### src/rtl/ldtu_word_packer_pkg.sv
// Shared definitions for the LiTe-DTU output word packer: encoder state
// codes, state-class decode ranges, word header constants and packing helpers.
package ldtu_word_packer_pkg;

    // Encoder state codes shared with the TMR encoder FSM.
    localparam logic [4:0] ST_IDLE     = 5'd0;
    localparam logic [4:0] ST_BAS_A_LO = 5'd1;
    localparam logic [4:0] ST_BAS_A_HI = 5'd5;
    localparam logic [4:0] ST_SIG_A0   = 5'd6;
    localparam logic [4:0] ST_SIG_A1   = 5'd7;
    localparam logic [4:0] ST_BAS_B_LO = 5'd8;
    localparam logic [4:0] ST_BAS_B_HI = 5'd12;
    localparam logic [4:0] ST_SIG_B0   = 5'd13;
    localparam logic [4:0] ST_SIG_B1   = 5'd14;
    localparam logic [4:0] ST_BC0_LO   = 5'd15;
    localparam logic [4:0] ST_BC0_HI   = 5'd19;
    localparam logic [4:0] ST_HDR_0    = 5'd20;
    localparam logic [4:0] ST_HDR_1    = 5'd21;
    localparam logic [4:0] ST_BC0_S0   = 5'd22;
    localparam logic [4:0] ST_HDR_2    = 5'd23;
    localparam logic [4:0] ST_BC0_S1   = 5'd24;
    localparam logic [4:0] ST_ILL_LO   = 5'd25;

    // Word header fields.
    localparam logic [1:0] HDR_BAS_FULL = 2'b01;
    localparam logic [3:0] HDR_BAS_PART = 4'b1110;
    localparam logic [5:0] HDR_SIG_FULL = 6'b001010;
    localparam logic [5:0] HDR_SIG_PART = 6'b001011;
    localparam logic [3:0] HDR_FRAME    = 4'b1101;

    // Baseline geometry: five 6-bit samples per full word, four buffered.
    localparam int BAS_W     = 6;
    localparam int BAS_SLOTS = 4;

    typedef logic [BAS_SLOTS-1:0][BAS_W-1:0] bslots_t;

    // One-hot sample class of a state code.
    typedef enum logic [5:0] {
        CLS_IDLE = 6'b000001,
        CLS_BAS  = 6'b000010,
        CLS_SIG  = 6'b000100,
        CLS_BC0  = 6'b001000,
        CLS_HDR  = 6'b010000,
        CLS_ILL  = 6'b100000
    } cls_e;

    // Baseline partial word: the first n slots kept, the rest forced to zero.
    function automatic logic [31:0] pack_bas_partial(input bslots_t slots, input logic [2:0] n);
        bslots_t masked;
        for (int i = 0; i < BAS_SLOTS; i++) begin
            if (i < int'(n)) begin
                masked[i] = slots[i];
            end else begin
                masked[i] = 6'd0;
            end
        end
        return {HDR_BAS_PART, {1'b0, n}, masked};
    endfunction

    // Saturating increment for the word counter.
    function automatic logic [15:0] sat_inc16(input logic [15:0] v);
        if (v == 16'hFFFF) begin
            return v;
        end else begin
            return v + 16'd1;
        end
    endfunction

endpackage

### src/rtl/ldtu_word_packer_if.sv
// Sample-in / word-out bundle of the LiTe-DTU word packer.
interface ldtu_word_packer_if #(
    parameter int DW = 13,
    parameter int OW = 32
);
    logic [4:0]    state_in;
    logic [DW-1:0] data_in;
    logic [OW-1:0] DATA_out;
    logic          valid_out;
    logic          err_drop;
    logic          err_state;

    // Upstream encoder side / environment.
    modport master (
        output state_in,
        output data_in,
        input  DATA_out,
        input  valid_out,
        input  err_drop,
        input  err_state
    );

    // Packer side.
    modport slave (
        input  state_in,
        input  data_in,
        output DATA_out,
        output valid_out,
        output err_drop,
        output err_state
    );
endinterface

### src/rtl/ldtu_word_packer_state_class.sv
// Combinational decode of the voted encoder state code into a one-hot class.
module ldtu_state_class
    import ldtu_word_packer_pkg::*;
(
    input  logic [4:0] state_i,
    output cls_e       cls_o
);

    // Map every 5-bit code onto exactly one class; unused codes are illegal.
    always_comb begin
        cls_o = CLS_ILL;
        case (state_i)
            ST_IDLE: begin
                cls_o = CLS_IDLE;
            end
            ST_BAS_A_LO, 5'd2, 5'd3, 5'd4, ST_BAS_A_HI,
            ST_BAS_B_LO, 5'd9, 5'd10, 5'd11, ST_BAS_B_HI: begin
                cls_o = CLS_BAS;
            end
            ST_SIG_A0, ST_SIG_A1, ST_SIG_B0, ST_SIG_B1: begin
                cls_o = CLS_SIG;
            end
            ST_BC0_LO, 5'd16, 5'd17, 5'd18, ST_BC0_HI, ST_BC0_S0, ST_BC0_S1: begin
                cls_o = CLS_BC0;
            end
            ST_HDR_0, ST_HDR_1, ST_HDR_2: begin
                cls_o = CLS_HDR;
            end
            default: begin
                cls_o = CLS_ILL;
            end
        endcase
    end

endmodule

### src/rtl/ldtu_word_packer.sv
// LiTe-DTU output word packer: groups baseline samples five per word and
// signal samples two per word, flushes partial words on class changes and
// orbit markers, and inserts frame header words. One registered word out.
module ldtu_word_packer
    import ldtu_word_packer_pkg::*;
#(
    parameter int DW = 13,
    parameter int OW = 32
) (
    input  logic              CLK,
    input  logic              reset,
    ldtu_word_packer_if.slave bus
);

    cls_e cls_s;

    bslots_t       bbuf_q, bbuf_d;
    logic [2:0]    bcnt_q, bcnt_d;
    logic [DW-1:0] sbuf_q, sbuf_d;
    logic          shalf_q, shalf_d;
    logic [7:0]    frame_q, frame_d;
    logic [15:0]   word_q, word_d;
    logic [OW-1:0] data_q, data_d;
    logic          valid_q, valid_d;
    logic          drop_q, drop_d;
    logic          estate_q, estate_d;

    ldtu_state_class u_class (
        .state_i (bus.state_in),
        .cls_o   (cls_s)
    );

    // Per-class packing decisions; at most one word is produced per cycle.
    always_comb begin
        bbuf_d   = bbuf_q;
        bcnt_d   = bcnt_q;
        sbuf_d   = sbuf_q;
        shalf_d  = shalf_q;
        frame_d  = frame_q;
        word_d   = word_q;
        data_d   = data_q;
        valid_d  = 1'b0;
        drop_d   = 1'b0;
        estate_d = 1'b0;

        case (cls_s)
            CLS_BAS: begin
                // A pending signal half is closed out first; the baseline
                // buffer is necessarily empty then, so no full word collides.
                if (shalf_q) begin
                    data_d  = {HDR_SIG_PART, {DW{1'b0}}, sbuf_q};
                    valid_d = 1'b1;
                    word_d  = sat_inc16(word_q);
                    shalf_d = 1'b0;
                end else begin
                    shalf_d = 1'b0;
                end
                if (bcnt_q == 3'd4) begin
                    data_d  = {HDR_BAS_FULL, bus.data_in[BAS_W-1:0], bbuf_q};
                    valid_d = 1'b1;
                    word_d  = sat_inc16(word_q);
                    bcnt_d  = 3'd0;
                end else begin
                    bbuf_d[bcnt_q[1:0]] = bus.data_in[BAS_W-1:0];
                    bcnt_d              = bcnt_q + 3'd1;
                end
            end
            CLS_SIG: begin
                // A pending baseline partial is flushed; the signal buffer is
                // necessarily empty then, so the sample is only stored.
                if (bcnt_q != 3'd0) begin
                    data_d  = pack_bas_partial(bbuf_q, bcnt_q);
                    valid_d = 1'b1;
                    word_d  = sat_inc16(word_q);
                    bcnt_d  = 3'd0;
                end else begin
                    bcnt_d  = 3'd0;
                end
                if (shalf_q) begin
                    data_d  = {HDR_SIG_FULL, bus.data_in, sbuf_q};
                    valid_d = 1'b1;
                    word_d  = sat_inc16(word_q);
                    shalf_d = 1'b0;
                end else begin
                    sbuf_d  = bus.data_in;
                    shalf_d = 1'b1;
                end
            end
            CLS_BC0: begin
                // Orbit marker: flush whatever partial is pending; the sample
                // itself is re-presented by the upstream delay line.
                if (bcnt_q != 3'd0) begin
                    data_d  = pack_bas_partial(bbuf_q, bcnt_q);
                    valid_d = 1'b1;
                    word_d  = sat_inc16(word_q);
                    bcnt_d  = 3'd0;
                end else if (shalf_q) begin
                    data_d  = {HDR_SIG_PART, {DW{1'b0}}, sbuf_q};
                    valid_d = 1'b1;
                    word_d  = sat_inc16(word_q);
                    shalf_d = 1'b0;
                end else begin
                    valid_d = 1'b0;
                end
            end
            CLS_HDR: begin
                // Header wins the output slot; a pending partial is lost.
                data_d  = {HDR_FRAME, 4'b0000, frame_q, word_q};
                valid_d = 1'b1;
                frame_d = frame_q + 8'd1;
                word_d  = 16'd0;
                if ((bcnt_q != 3'd0) || shalf_q) begin
                    drop_d = 1'b1;
                end else begin
                    drop_d = 1'b0;
                end
                bcnt_d  = 3'd0;
                shalf_d = 1'b0;
            end
            CLS_IDLE: begin
                bcnt_d  = 3'd0;
                shalf_d = 1'b0;
            end
            default: begin
                bcnt_d   = 3'd0;
                shalf_d  = 1'b0;
                estate_d = 1'b1;
            end
        endcase
    end

    // State and output registers with asynchronous clear.
    always_ff @(posedge CLK or posedge reset) begin
        if (reset) begin
            bbuf_q   <= '0;
            bcnt_q   <= 3'd0;
            sbuf_q   <= '0;
            shalf_q  <= 1'b0;
            frame_q  <= 8'd0;
            word_q   <= 16'd0;
            data_q   <= '0;
            valid_q  <= 1'b0;
            drop_q   <= 1'b0;
            estate_q <= 1'b0;
        end else begin
            bbuf_q   <= bbuf_d;
            bcnt_q   <= bcnt_d;
            sbuf_q   <= sbuf_d;
            shalf_q  <= shalf_d;
            frame_q  <= frame_d;
            word_q   <= word_d;
            data_q   <= data_d;
            valid_q  <= valid_d;
            drop_q   <= drop_d;
            estate_q <= estate_d;
        end
    end

    assign bus.DATA_out  = data_q;
    assign bus.valid_out = valid_q;
    assign bus.err_drop  = drop_q;
    assign bus.err_state = estate_q;

endmodule

### src/flat_wrapper.sv
// flat-port wrapper written by rule: the top's interface ports become plain ports
module ldtu_word_packer_flat import ldtu_word_packer_pkg::*;
#(
    parameter int DW = 13,
    parameter int OW = 32
)
  (CLK, reset, bus_state_in, bus_data_in, bus_DATA_out, bus_valid_out, bus_err_drop, bus_err_state);
  ldtu_word_packer_if #(.DW(DW), .OW(OW)) bus_i ();
  input  logic CLK;
  input  logic reset;
  input wire logic [$bits(bus_i.state_in)-1:0] bus_state_in;
  input wire logic [$bits(bus_i.data_in)-1:0] bus_data_in;
  output wire logic [$bits(bus_i.DATA_out)-1:0] bus_DATA_out;
  output wire logic [$bits(bus_i.valid_out)-1:0] bus_valid_out;
  output wire logic [$bits(bus_i.err_drop)-1:0] bus_err_drop;
  output wire logic [$bits(bus_i.err_state)-1:0] bus_err_state;
  assign bus_i.state_in = bus_state_in;
  assign bus_i.data_in = bus_data_in;
  assign bus_DATA_out = bus_i.DATA_out;
  assign bus_valid_out = bus_i.valid_out;
  assign bus_err_drop = bus_i.err_drop;
  assign bus_err_state = bus_i.err_state;
  ldtu_word_packer #(.DW(DW), .OW(OW)) u_core (.CLK(CLK), .reset(reset), .bus(bus_i));
endmodule
### config.mk
export PLATFORM = sky130hd
export DESIGN_NAME = ldtu_word_packer_flat
export DESIGN_NICKNAME = d
export VERILOG_FILES = /design/src/rtl/ldtu_word_packer_pkg.sv /design/src/rtl/ldtu_word_packer_if.sv /design/src/rtl/ldtu_word_packer_state_class.sv /design/src/rtl/ldtu_word_packer.sv /design/src/flat_wrapper.sv
export SDC_FILE = /design/constraint.sdc
export NUM_CORES = 1
export LEC_CHECK = 0
export ABC_AREA = 1
export BUFFER_PORTS_ARGS = -buffer_cell sky130_fd_sc_hd__buf_2
export CORE_MARGIN = 4
export CORE_UTILIZATION = 44
export CTS_CLUSTER_DIAMETER = 120
export DETAILED_ROUTE_END_ITERATION = 8
export GPL_TIMING_DRIVEN = 1
export PLACE_DENSITY_LB_ADDON = 0.08
export SLEW_MARGIN = 20
export SYNTH_ARGS = -nofsm -noshare
export SYNTH_HDL_FRONTEND = slang
export SYNTH_SLANG_ARGS = --single-unit
### constraint.sdc
create_clock -name CLK -period 3.3 [get_ports CLK]
set_input_delay 0.66 -clock CLK [delete_from_list [all_inputs] [get_ports CLK]]
set_output_delay 0.66 -clock CLK [all_outputs]
set_load 0.01 [all_outputs]
After elaboration in Yosys (flattened, before gate mapping) --
Memory sizes are Yosys's and may differ from the RTL's. Index checks and enable logic that the tools add are counted.
Cells by class: bitwise operators 2, eq/ne operators 10, order comparisons 6, mux-type cells 35, add/sub/neg operators 3, reductions and logical operators 8
Operators with widths (count):
- $mux 32 | 5
- $pmux 32 s4 | 1
- $mux 16 | 6
- $pmux 16 s4 | 1
- $mux 6 | 5
- $bwmux 24 | 1
- $add 16x1->16 const B | 1
- $eq 16x16->1 const B | 1
- $demux 6 s2 | 1
- $mux 1 | 10
- $add 8x1->8 const B | 1
- $eq 6x1->1 const B | 1
- $eq 6x2->1 const B | 1
- $eq 6x3->1 const B | 1
- $eq 6x4->1 const B | 1
- $eq 6x5->1 const B | 1
- $lt 1x3->1 const A | 2
- $lt 2x3->1 const A | 2
- $mux 3 | 2
- $pmux 3 s2 | 1
- $reduce_and 2->1 | 3
- $reduce_or 5->1 | 1
- $pmux 1 s4 | 1
- $reduce_bool 4->1 | 1
- 12 further kinds | 13
Storage, ports and cells: input port bits 20, flip-flop bits (word level) 100, memory bits (read-only) 192, memories kept 1
Memories:
- (name not given) | depth 32, bits a word 6, read ports 1, clocked after Yosys merged registers in 0, write ports 0, RTL line ldtu_word_packer_state_class.sv:12 | case (state_i)

Logic depth before layout (Yosys ltp) --
word-level depth 5, depth in mapped cells 16, gate-level depth less buffers 15

Hierarchy --
Synthesis repeated with hierarchy kept, for this count alone.
Unflattened totals: cells, all modules 960, area total of the unflattened synthesis 6682.7 µm²
Modules (own cells, without submodules):
- ldtu_word_packer | times used 1, area each 6503.7 µm², sequential area each 2502.4 µm², cells an instance 928
- ldtu_state_class | times used 1, area each 178.9 µm², sequential area each 0.0 µm², cells an instance 32

Worst setup path before layout --
OpenSTA, ideal clock, no wires.
path type in2reg, from in bus_state_in[0], to reg u_core.data_q[27], in the netlist u_core.bus.DATA_out[27], stages on the path 13, required time 3.180 ns, buffers on the path 2, library setup time 0.120 ns, data arrival time 2.053 ns, slack 1.126 ns, cells stage by stage inv_1 -> ha_1 -> nand2_1 -> o21ai_2 -> nand3_1 -> nor2_2 -> buf_6 -> nand2_2 -> inv_2 -> nor2_8 -> buf_6 -> o21ai_1 -> nand2_1
Between the ends: word-level cells in the longest chain between the ends 4
Ends and longest elaborated chain:
- start: declaration | RTL line flat_wrapper.sv:11 | input wire logic [$bits(bus_i.state_in)-1:0] bus_state_in;
- $mem_v2 32x6 *
- $eq 6x3->1 (tied with other cells) | RTL line ldtu_word_packer.sv:46 | case (cls_s)
- $ne 3x1->1 (no source line) / $reduce_bool 4->1 (equally long branches)
- $reduce_and 2->1 (no source line)
- end signal: assignment | RTL line ldtu_word_packer.sv:152 | data_q <= data_d;
- end: declaration | RTL line ldtu_word_packer.sv:23 | logic [OW-1:0] data_q, data_d;
Mark *: on every way between the ends. The rest lies on a longest branch, timed or not. A chain may end at the register's enable or synchronous reset.

Worst setup path in the final report --
from reg u_core.bcnt_q[0], to reg u_core.data_q[6], in the netlist u_core.bus.DATA_out[6]
Between the ends: word-level cells in the longest chain between the ends 5
Ends and longest elaborated chain:
- start: declaration | RTL line ldtu_word_packer.sv:18 | logic [2:0] bcnt_q, bcnt_d;
- start signal: assignment | RTL line ldtu_word_packer.sv:147 | bcnt_q <= bcnt_d;
- $lt 1x3->1 | RTL line ldtu_word_packer_pkg.sv:51 | if (i < int'(n)) begin
- $mux 6 | RTL line ldtu_word_packer_pkg.sv:51
- $mux 32 | RTL line ldtu_word_packer.sv:71 | if (bcnt_q != 3'd0) begin
- $mux 32 | RTL line ldtu_word_packer.sv:79 | if (shalf_q) begin
- $pmux 32 s4 | RTL line ldtu_word_packer.sv:46
Several ways; a longest one is shown, not always the timed one. The select of a mux whose other input is x is not followed.

==> flow_summary_export.csv <==
group,metric,value,unit
power,pwr-share-comb,0.402,
placement,io_buffers,54,
clock_tree,numCtsBuffers,9,
sta,rsz0062_at_grt,"false",
route,drc,0,
floorplanning,initial_core_util,0.455,
placement,gp_congestion,0.861,
sta,fin_setup_tns,0,ns
min_path,hold_class,"in2async",
power,ir_worst_vdd,0.314,mV
setup_path,critPathArrivalTime,2.83,ns
clock_tree,htreeDepth,3,
logic_synthesis,ys_ff_latch,100,
route,via_per_inst,5.26,
grt,gr-usage-all-layers,0.255,
setup_path,startpoint_type,"register",
floorplanning,die_h,137,microns
status,status,"complete, no violations",
grt,antenna_found_initial,0,
finish,final_layout_size_suffix_gt1_frac,0.102,
power,total_power,0.00549,W
finish,fin_util,0.502,
setup_path,path_max_fanout,30,
power,p_per_area,681,nW/um^2
sta,fmax,388,MHz
power,p_clk_frac,0.212,
sta,worstMarginPinSlew,0.685,ns
logic_synthesis,syn_nets,1208,
sta,fin_crit_sh,0.780,
logic_synthesis,syn_area,7310,sq um
finish,antenna_cells,0,
clock_tree,clock-sinks,100,
clock_tree,clkTransAtPathRegs,0.08,ns
route,routedWlPerCell,16.1,microns
power,p_leak,4.30,nW
sta,slew_violations,0,
logic_synthesis,synth-seq-area-share,0.342,
route,drt_first_pass_iters,5,
logic_synthesis,async_flop_share,1.00,
finish,final-seq-area,2500,sq um
power,switching_power,0.00238,W
clock_tree,ctsResizeCount,0,
setup_path,critPathCaptureType,"register",
finish,filler_cell_count,1663,
route,dr_total_vias,7485,
grt,overflow,0,
clock_tree,root_buffer,"clkbuf_16",
route,wirelength,23000,microns
floorplanning,die_w,137,microns
floorplanning,rows,46,
finish,area_growth,10.4,%
grt,grt_pass1_wl,37300,microns
setup_path,worstPathRequired,3.55,ns
logic_synthesis,yosysWarnings,0,
clock_tree,tritoncts,"yes",
logic_synthesis,synth_edf_count,0,
setup_path,path_class,"reg2reg",
logic_synthesis,syn_inst,1178,
power,p_int,0.00311,W
finish,fin_nets,1231,
grt,grt_pass1_vias,6785,
clock_tree,clock_latency,0.36,ns
route,dr.first_iter.drc_count,538,
job,drv_cap,0,
sta,fin_skew,0.00914,ns
floorplanning,die_area,18700,sq um
clock_tree,clockBufferDepth,2,
sta,hold_viol_final,0,
sta,setup_viol,0,
clock_tree,cts_hold_buf,0,
setup_path,reg2reg_depth,12,
floorplanning,core,16100,sq um
logic_synthesis,synthFlopType,"dfrtp_1",
sta,finalWorstPathRequiredPeriod,2.58,ns
sta,relSlewSlack,0.542,
clock_tree,cts_setup_buffers,0,
logic_synthesis,yosysUniqueCellTypes,36,
logic_synthesis,syn_avg_cell_area,6.20,sq um
placement,dp_hpwl,15900,microns
finish,multi_input_area,4190,sq um
power,p_sw_frac,0.434,
floorplanning,num_io_pins,55,
power,sequentialPowerShare,0.386,
grt,grt_max_degree,54,
route,ant_nets,0,
[cells in the mapped netlist (6+ instances only)]
cell / count / share of area
nand2_1: 508 / 0.26
o21ai_0: 123 / 0.084
nor2_1: 119 / 0.061
dfrtp_1: 100 / 0.34
nand3_1: 70 / 0.048
inv_1: 67 / 0.034
clkbuf_1: 29 / 0.015
buf_2: 23 / 0.016
a21oi_1: 16 / 0.011
o22ai_1: 13 / 0.011
nand4_1: 11 / 0.0094
xor2_1: 11 / 0.013
ha_1: 10 / 0.017
a31oi_1: 8 / 0.0068
nor2_2: 8 / 0.0068
buf_4: 7 / 0.0072
inv_2: 7 / 0.0036
o211ai_1: 7 / 0.0072
a22oi_1: 6 / 0.0062
[area by class of cell]
cell class,count,share of cell area
multi-input cells,936,0.519
flip-flops and latches,100,0.310
repair buffers,79,0.0630
inverters,75,0.0352
well taps,216,0.0335
clock buffers,10,0.0296
clock inverters,6,0.00946
[state kept, by name (all words and copies together) (netlist names)]
register and flops:
u_core.word_q 16, u_core.bus.err_state 1, u_core.sbuf_q 13, u_core.shalf_q 1, u_core.bus.valid_out 1, u_core.bus.DATA_out 32
u_core.frame_q 8, u_core.bbuf_q 24, u_core.bcnt_q 3, u_core.bus.err_drop 1
[stage by stage]
stage               hold slack (ns)  area (sq um)  std cells  worst slack [ns]
floorplan                     0.442          7310       1178            0.0212
global placement              0.461          7750       1406             0.563
detailed placement            0.457          7750       1406             0.506
CTS                           0.259          8070       1422             0.741
global route                  0.277          8070       1422             0.477
finish                        0.259          8070       1422             0.724
[cell families (layout without fill, tap and decap cells)]
kind of cell | after synthesis | after routing | share of synthesized area
flip-flops | 100 | 100 | 0.342
XOR/XNOR | 15 | 15 | 0.0180
buffers and inverters | 142 | 170 | 0.0847
AND/OR/NAND/NOR | 730 | 730 | 0.404
multiplexers | 1 | 1 | 0.00137
adder cells (fa/ha/maj) | 10 | 10 | 0.0171
AO/OA/AOI/OAI | 180 | 180 | 0.133
[path summary, 6_finish.rpt]
path	to	startpoint	slack, ns
min reg2reg	u_core.frame_q[7]	u_core.frame_q[7]	0.47
max	u_core.bus.DATA_out[6]	u_core.bcnt_q[0]	0.72
min in group CLK	u_core.frame_q[7]	u_core.frame_q[7]	0.47
max in group asynchronous	u_core.bus.err_state	reset	2.32
max reg2reg	u_core.bus.DATA_out[6]	u_core.bcnt_q[0]	0.72
min	u_core.bus.DATA_out[21]	reset	0.26
[placed cells by master, fill, tap and decap left out, drive strengths merged, types with 2 or more instances in the layout]
cell type	n
buf	79
a21oi	16
nand4	11
nor3	2
clkbuf	10
clkinv	2
xor2	11
nand2	512
nor2	130
a31oi	8
o22ai	13
inv	78
o21a	2
xnor2	4
ha	10
a22oi	6
dfrtp	100
nand3	73
o211ai	7
o21ai	128
[routing by layer]
metal	GRT usage	up-vias	wire, microns
li1	-	3806	-
met1	0.371	3425	11000
met2	0.390	226	10100
met3	0.0496	28	1560
met4	0.0610	0	352
met5	0	-	0
[power by group through the flow]
stage	Combinational, W	Clock, W	Sequential, W
floorplan	0.00158	0	0.00205
global placement	0.00218	0	0.00212
detailed placement	0.00220	0	0.00213
CTS	0.00221	0.00118	0.00211
global route	0.00255	0.00124	0.00218
finish	0.00221	0.00116	0.00212
[worst max-delay path, stage by stage (launching register included)]
cell and delay [ns]:
dfrtp_1 0.43, inv_1 0.16, ha_1 0.21, inv_1 0.12, nor2_2 0.33, inv_2 0.24, buf_4 0.29, o21ai_0 0.25
o22ai_1 0.14, nor2_1 0.12, nand2_1 0.06, nand2_1 0.07, nand2_1 0.05
(Power assumes the default switching activity.)
